**src/rtl/reaction_pkg.sv**
```systemverilog
// Shared types and constants for the reaction scorer.
package reaction_pkg;

    typedef enum logic [2:0] {
        IDLE,
        WAIT_DELAY,
        STIMULUS,
        RELEASE,
        DONE
    } state_t;

    localparam logic [7:0] LFSR_SEED = 8'hA5;
    localparam logic [7:0] LFSR_TAPS = 8'b1011_1000;

    localparam int DEF_TICK_DIV     = 2000;
    localparam int DEF_NO_ROUNDS    = 10;
    localparam int DEF_MIN_DELAY_MS = 500;
    localparam int DEF_LIMIT_MS     = 400;
    localparam int DEF_TIMEOUT_MS   = 1000;

    function automatic logic [7:0] lfsr_next(input logic [7:0] v);
        return {v[6:0], ^(v & LFSR_TAPS)};
    endfunction

endpackage

```
**src/rtl/ms_tick_gen.sv**
```systemverilog
// Millisecond prescaler: one-cycle tick every TICK_DIV clocks, clearable.
module ms_tick_gen #(
    parameter int TICK_DIV = 2000
) (
    input  logic clk,
    input  logic rst,
    input  logic clr,
    output logic tick
);
    localparam int CW = (TICK_DIV > 1) ? $clog2(TICK_DIV) : 1;

    logic [CW-1:0] cnt_q, cnt_d;

    always_comb begin
        tick  = (cnt_q == CW'(TICK_DIV - 1));
        cnt_d = tick ? '0 : cnt_q + CW'(1);
        if (clr) cnt_d = '0;
    end

    always_ff @(posedge clk) begin
        if (rst) cnt_q <= '0;
        else     cnt_q <= cnt_d;
    end

endmodule

```
**src/rtl/reaction_scorer.sv**
```systemverilog
// Reflex test FSM with LFSR delays and scoring.
// Optional: FALSE_START_PENALTY_EN makes a false start cost one point.
module reaction_scorer
    import reaction_pkg::*;
#(
    parameter int TICK_DIV     = DEF_TICK_DIV,
    parameter int NO_ROUNDS    = DEF_NO_ROUNDS,
    parameter int MIN_DELAY_MS = DEF_MIN_DELAY_MS,
    parameter int LIMIT_MS     = DEF_LIMIT_MS,
    parameter int TIMEOUT_MS   = DEF_TIMEOUT_MS
) (
    input  logic       clk,
    input  logic       rst,
    input  logic       start,
    input  logic       brake_btn,
    output logic       stimulus,
    output logic       busy,
    output logic [3:0] round_idx,
    output logic [3:0] score,
    output logic       over,
    output logic [9:0] last_time_ms
);
    state_t     state_q, state_d;
    logic [7:0] lfsr_q, lfsr_d;
    logic [9:0] ms_cnt_q, ms_cnt_d;
    logic [9:0] delay_q, delay_d;
    logic [3:0] round_q, round_d;
    logic [3:0] score_q, score_d;
    logic [9:0] last_q, last_d;
    logic       stim_q, stim_d;
    logic       busy_q, busy_d;
    logic       over_q, over_d;
    logic       tick, clr;

    assign clr = (state_d != state_q);

    ms_tick_gen #(.TICK_DIV(TICK_DIV)) u_tick (
        .clk  (clk),
        .rst  (rst),
        .clr  (clr),
        .tick (tick)
    );

    always_comb begin
        ms_cnt_d = ms_cnt_q;
        if (tick && ms_cnt_q != 10'h3FF) ms_cnt_d = ms_cnt_q + 10'd1;
        if (clr) ms_cnt_d = '0;
    end

    always_comb begin
        state_d = state_q;
        lfsr_d  = lfsr_next(lfsr_q);
        delay_d = delay_q;
        round_d = round_q;
        score_d = score_q;
        last_d  = last_q;
        stim_d  = stim_q;
        busy_d  = busy_q;
        over_d  = over_q;
        unique case (state_q)
            IDLE: if (start) begin
                state_d = WAIT_DELAY;
                busy_d  = 1'b1;
                delay_d = 10'(MIN_DELAY_MS) + 10'(lfsr_q);
            end
            WAIT_DELAY: if (brake_btn) begin
                state_d = RELEASE;
                round_d = round_q + 4'd1;
`ifdef FALSE_START_PENALTY_EN
                if (score_q != 4'd0) score_d = score_q - 4'd1;
`else
                score_d = score_q;
`endif
            end else if (ms_cnt_q == delay_q) begin
                state_d = STIMULUS;
                stim_d  = 1'b1;
            end
            STIMULUS: if (brake_btn) begin
                // A press in the timeout cycle still gets judged.
                state_d = RELEASE;
                stim_d  = 1'b0;
                round_d = round_q + 4'd1;
                if (ms_cnt_q < 10'(LIMIT_MS)) begin
                    last_d = ms_cnt_q;
                    if (score_q != 4'hF) score_d = score_q + 4'd1;
                end
            end else if (ms_cnt_q == 10'(TIMEOUT_MS)) begin
                state_d = RELEASE;
                stim_d  = 1'b0;
                round_d = round_q + 4'd1;
            end
            RELEASE: if (!brake_btn) begin
                if (round_q == 4'(NO_ROUNDS)) begin
                    state_d = DONE;
                    busy_d  = 1'b0;
                    over_d  = 1'b1;
                end else begin
                    state_d = WAIT_DELAY;
                    delay_d = 10'(MIN_DELAY_MS) + 10'(lfsr_q);
                end
            end
            DONE: if (start) begin
                state_d = WAIT_DELAY;
                busy_d  = 1'b1;
                over_d  = 1'b0;
                score_d = '0;
                round_d = '0;
                delay_d = 10'(MIN_DELAY_MS) + 10'(lfsr_q);
            end
            default: state_d = IDLE;
        endcase
    end

    always_ff @(posedge clk) begin
        if (rst) begin
            state_q  <= IDLE;
            lfsr_q   <= LFSR_SEED;
            ms_cnt_q <= '0;
            delay_q  <= '0;
            round_q  <= '0;
            score_q  <= '0;
            last_q   <= '0;
            stim_q   <= 1'b0;
            busy_q   <= 1'b0;
            over_q   <= 1'b0;
        end else begin
            state_q  <= state_d;
            lfsr_q   <= lfsr_d;
            ms_cnt_q <= ms_cnt_d;
            delay_q  <= delay_d;
            round_q  <= round_d;
            score_q  <= score_d;
            last_q   <= last_d;
            stim_q   <= stim_d;
            busy_q   <= busy_d;
            over_q   <= over_d;
        end
    end

    assign stimulus     = stim_q;
    assign busy         = busy_q;
    assign round_idx    = round_q;
    assign score        = score_q;
    assign over         = over_q;
    assign last_time_ms = last_q;

endmodule

```
**config.mk**
```make
export PLATFORM = sky130hd
export DESIGN_NAME = reaction_scorer
export DESIGN_NICKNAME = d
export VERILOG_FILES = /design/src/rtl/reaction_pkg.sv /design/src/rtl/ms_tick_gen.sv /design/src/rtl/reaction_scorer.sv
export SDC_FILE = /design/constraint.sdc
export NUM_CORES = 1
export LEC_CHECK = 0
export CORE_MARGIN = 1.5
export CORE_UTILIZATION = 52
export DETAILED_ROUTE_END_ITERATION = 10
export GPL_ROUTABILITY_DRIVEN = 0
export GPL_TIMING_DRIVEN = 1
export HOLD_SLACK_MARGIN = 0.08
export PLACE_DENSITY = 0.72
export SYNTH_ARGS = -nofsm -noshare
export SYNTH_HDL_FRONTEND = slang
export SYNTH_SLANG_ARGS = --single-unit
```
**constraint.sdc**
```tcl
create_clock -name clk -period 1.9 [get_ports clk]
set_clock_uncertainty 0.1 [all_clocks]
set_input_delay 0.19 -clock clk [delete_from_list [all_inputs] [get_ports clk]]
set_output_delay 0.19 -clock clk [all_outputs]
set_load 0.01 [all_outputs]
```
==> results.tsv, run 1 <==
metric	value	unit
WL final	6820	um
placed insts	460	
kind of start point of the critical path	register	
Clock Root Buffer	clkbuf_8	
Leak	1.64	nW
Setup WS post-layout	0.0119	ns
Mapped Nets	349	
largest net degree at the start of global routing	22	
top_reg_cell synth	dfxtp_1	
share of cells above drive strength 1	0.268	
Die H	79.8	um
sequential-to-total area share from yosys stat	0.411	
Tot GR Track Use	0.232	
Congestion Overflow GR	0	
worst hold-check path type	register to register	
antenna viol nets, final	0	
status	complete, no violations	
P_sw	0.937	mW
TritonCTS clock tree	built	
WS Path Type	register to register	
Peak VDD IR	0.638	mV
Yosys reg bits	63	
routed wl met3	235	um
Sequential Power Share	0.409	
final core occ	0.734	
Max Slew Vio Count	0	
pwr/cell area	867	mW/mm2
switching part of the total	0.263	
DR WL met2	3300	um
Final Cycle Share	0.994	
io pins	25	
CTS Sinks	63	
fin nets	413	
Layout Cells excl Fill	478	
synthesis-to-layout area growth	34.1	%
Synth async-reset ratio	0	
unrepaired setup endpoints after global routing	yes	
Post-Syn Instances	337	
Iteration-0 DRC Markers	120	
Ant. Diodes	0	
input/output buffers	24	
wire length of the first global-routing pass	11400	um
clock power share	0.413	
total of max-cap violations	0	
Yosys warnings	0	
cell area after synthesis	0.00307	mm2
DRC Markers	0	
dpl hpwl	4660	um
Crit path required time	2.04	ns
Cell Int Power	2.63	mW
worst-case clock buffer depth	2	
final count of hold timing violations	0	
Worst EP arrival	2.03	ns
Avg WL per Cell	14.3	um
CTS HTree Levels	3	
number of global-route vias before repair	2469	
routed vias/inst	5.28	
total CTS buffers	9	
initial antenna violation count	0	
syn_area_per_cell	9.11	um2
worst skew pair latency	0.35	ns
DR pass1 iterations	4	
row cnt	27	
CP Max Fanout	6	
fmax	0.530	GHz
Tmin final	1.89	ns
Top Metal Used	met4	
via count	2522	
Worst slew margin	0.671	
clk slew on worst S/H paths	0.08	ns
Post-synth EDFFs	0	
width of the die	79.8	um
Overall Power	3.57	mW
Slew @ Worst Pin	0.493	ns
CTS hold repair buffers	0	
Yosys cell types	54	
Worst setup EP type	register	
die footprint	0.00637	mm2
pre-CTS WS	-0.129	ns
wire length on met1	3160	um
initial core utilization	0.547	
core footprint	0.00561	mm2
Final setup viols	0	
combinational power share	0.178	
-- power groups by stage --
stage	sequential, mW	clock (mW)	combinational (mW)
2_1_floorplan	1.48	0	0.358
6_report	1.46	1.48	0.634
3_5_place_dp	1.48	0	0.563
3_3_place_gp	1.48	0	0.551
4_1_cts	1.46	1.49	0.579
5_1_grt	1.47	1.56	0.701
-- worst paths after layout --
check / startpoint / end / slack [ns] / cells after the start
min reg2reg: lfsr_q[1]$_SDFF_PP0_ / lfsr_q[2]$_SDFF_PP1_ / 0.35 / 1
max reg2reg: u_tick.cnt_q[0]$_SDFF_PP0_ / ms_cnt_q[8]$_SDFFE_PP0P_ / 0.01 / 6
min: lfsr_q[1]$_SDFF_PP0_ / lfsr_q[2]$_SDFF_PP1_ / 0.35 / 1
max: u_tick.cnt_q[0]$_SDFF_PP0_ / ms_cnt_q[8]$_SDFFE_PP0P_ / 0.01 / 6
-- worst max-delay path, stage by stage, from the launching register on --
cell and delay [ns]:
dfxtp_2 0.36, ha_4 0.16, nand3_4 0.08, or4_4 0.62
nor4_4 0.21, mux2i_1 0.21, nor2_1 0.05
-- Yosys cell counts, types with 8 or more instances --
library cell,number,area (um2)
xnor2_1,20,175
inv_1,10,37.5
mux2i_1,13,130
dfxtp_1,63,1260
a21oi_1,14,70.1
nor3_1,8,40.0
nand2b_1,9,56.3
nand2_1,21,78.8
nor2_1,56,210
nand3_1,11,55.1
ha_1,8,100
xor2_1,17,149
-- through the flow --
stage | cell area (um2) | TNS (ns) | hold WS (ns)
after floorplan | 3100 | 0 | 0.264
after global placement | 3700 | -1.74 | 0.321
after detailed placement | 3700 | -3.02 | 0.330
after CTS | 3990 | 0 | 0.348
after global routing | 4120 | -1.35 | 0.378
final | 4120 | 0 | 0.349
-- logic make-up after synthesis --
kind of cell / synth area share
AOI/OAI and AO/OA: 0.0701
xor gates and xnor gates: 0.106
adders and majority gates: 0.0326
buffers and inverters: 0.0448
DFF: 0.411
muxes: 0.0461
and+or+nand+nor: 0.290
-- metal layers --
metal  up-vias  GRT usage
met2        43      0.388
met4         0     0.0948
met3        12     0.0446
li1       1284          -
met1      1183      0.293
met5         -          0
-- cell type report --
type | count | area (um2)
clock buffers | 10 | 138
clock inverters | 6 | 115
fillers | 422 | 1490
inverters | 10 | 37.5
multi-input cells | 246 | 1840
flip-flops and latches | 63 | 1270
well taps | 72 | 90.1
repair buffers | 71 | 622
-- sequential cells by signal (all words and copies together) (netlist names) --
register / cells
ms_cnt_q: 10
busy: 1
round_idx: 4
state_q: 3
delay_q: 10
lfsr_q: 8
u_tick.cnt_q: 11
over: 1
last_time_ms: 10
score: 4
stimulus: 1
-- timing repair --
action,CTS,global route
endpoints found under the setup margin,22,37
buffers inserted,0,1
gates resized for setup,7,24
hold endpoints to repair,0,0
pin swaps,5,3
cloned,1,0
-- cell usage in the layout, fill, tap and decap left out, types with 3 or more instances in the layout --
master and n:
nor4_4 3, a21oi_1 13, inv_1 8, nor2_1 54
ha_1 6, nand3_1 9, dfxtp_2 3, dfxtp_1 59
nor4_2 4, nor2b_1 7, clkbuf_8 10, nor4_1 3
nand2_1 21, nand4_1 5, o21ai_0 4, buf_4 44
bufinv_16 3, and3_1 3, nor3_1 8, xnor2_1 20
nand2b_1 9, or2_2 4, xor2_1 17, clkdlybuf4s50_1 24
mux2i_1 13
(Power assumes the default switching activity.)
==> inputs of run 2 (changes only) <==
--- a/config.mk
+++ b/config.mk
@@ -10,7 +10,6 @@
 export DETAILED_ROUTE_END_ITERATION = 10
 export GPL_ROUTABILITY_DRIVEN = 0
 export GPL_TIMING_DRIVEN = 1
-export HOLD_SLACK_MARGIN = 0.08
 export PLACE_DENSITY = 0.72
 export SYNTH_ARGS = -nofsm -noshare
 export SYNTH_HDL_FRONTEND = slang
==> results of run 2 <==
The final DEF is identical to that of run 1; final timing and power are the same.
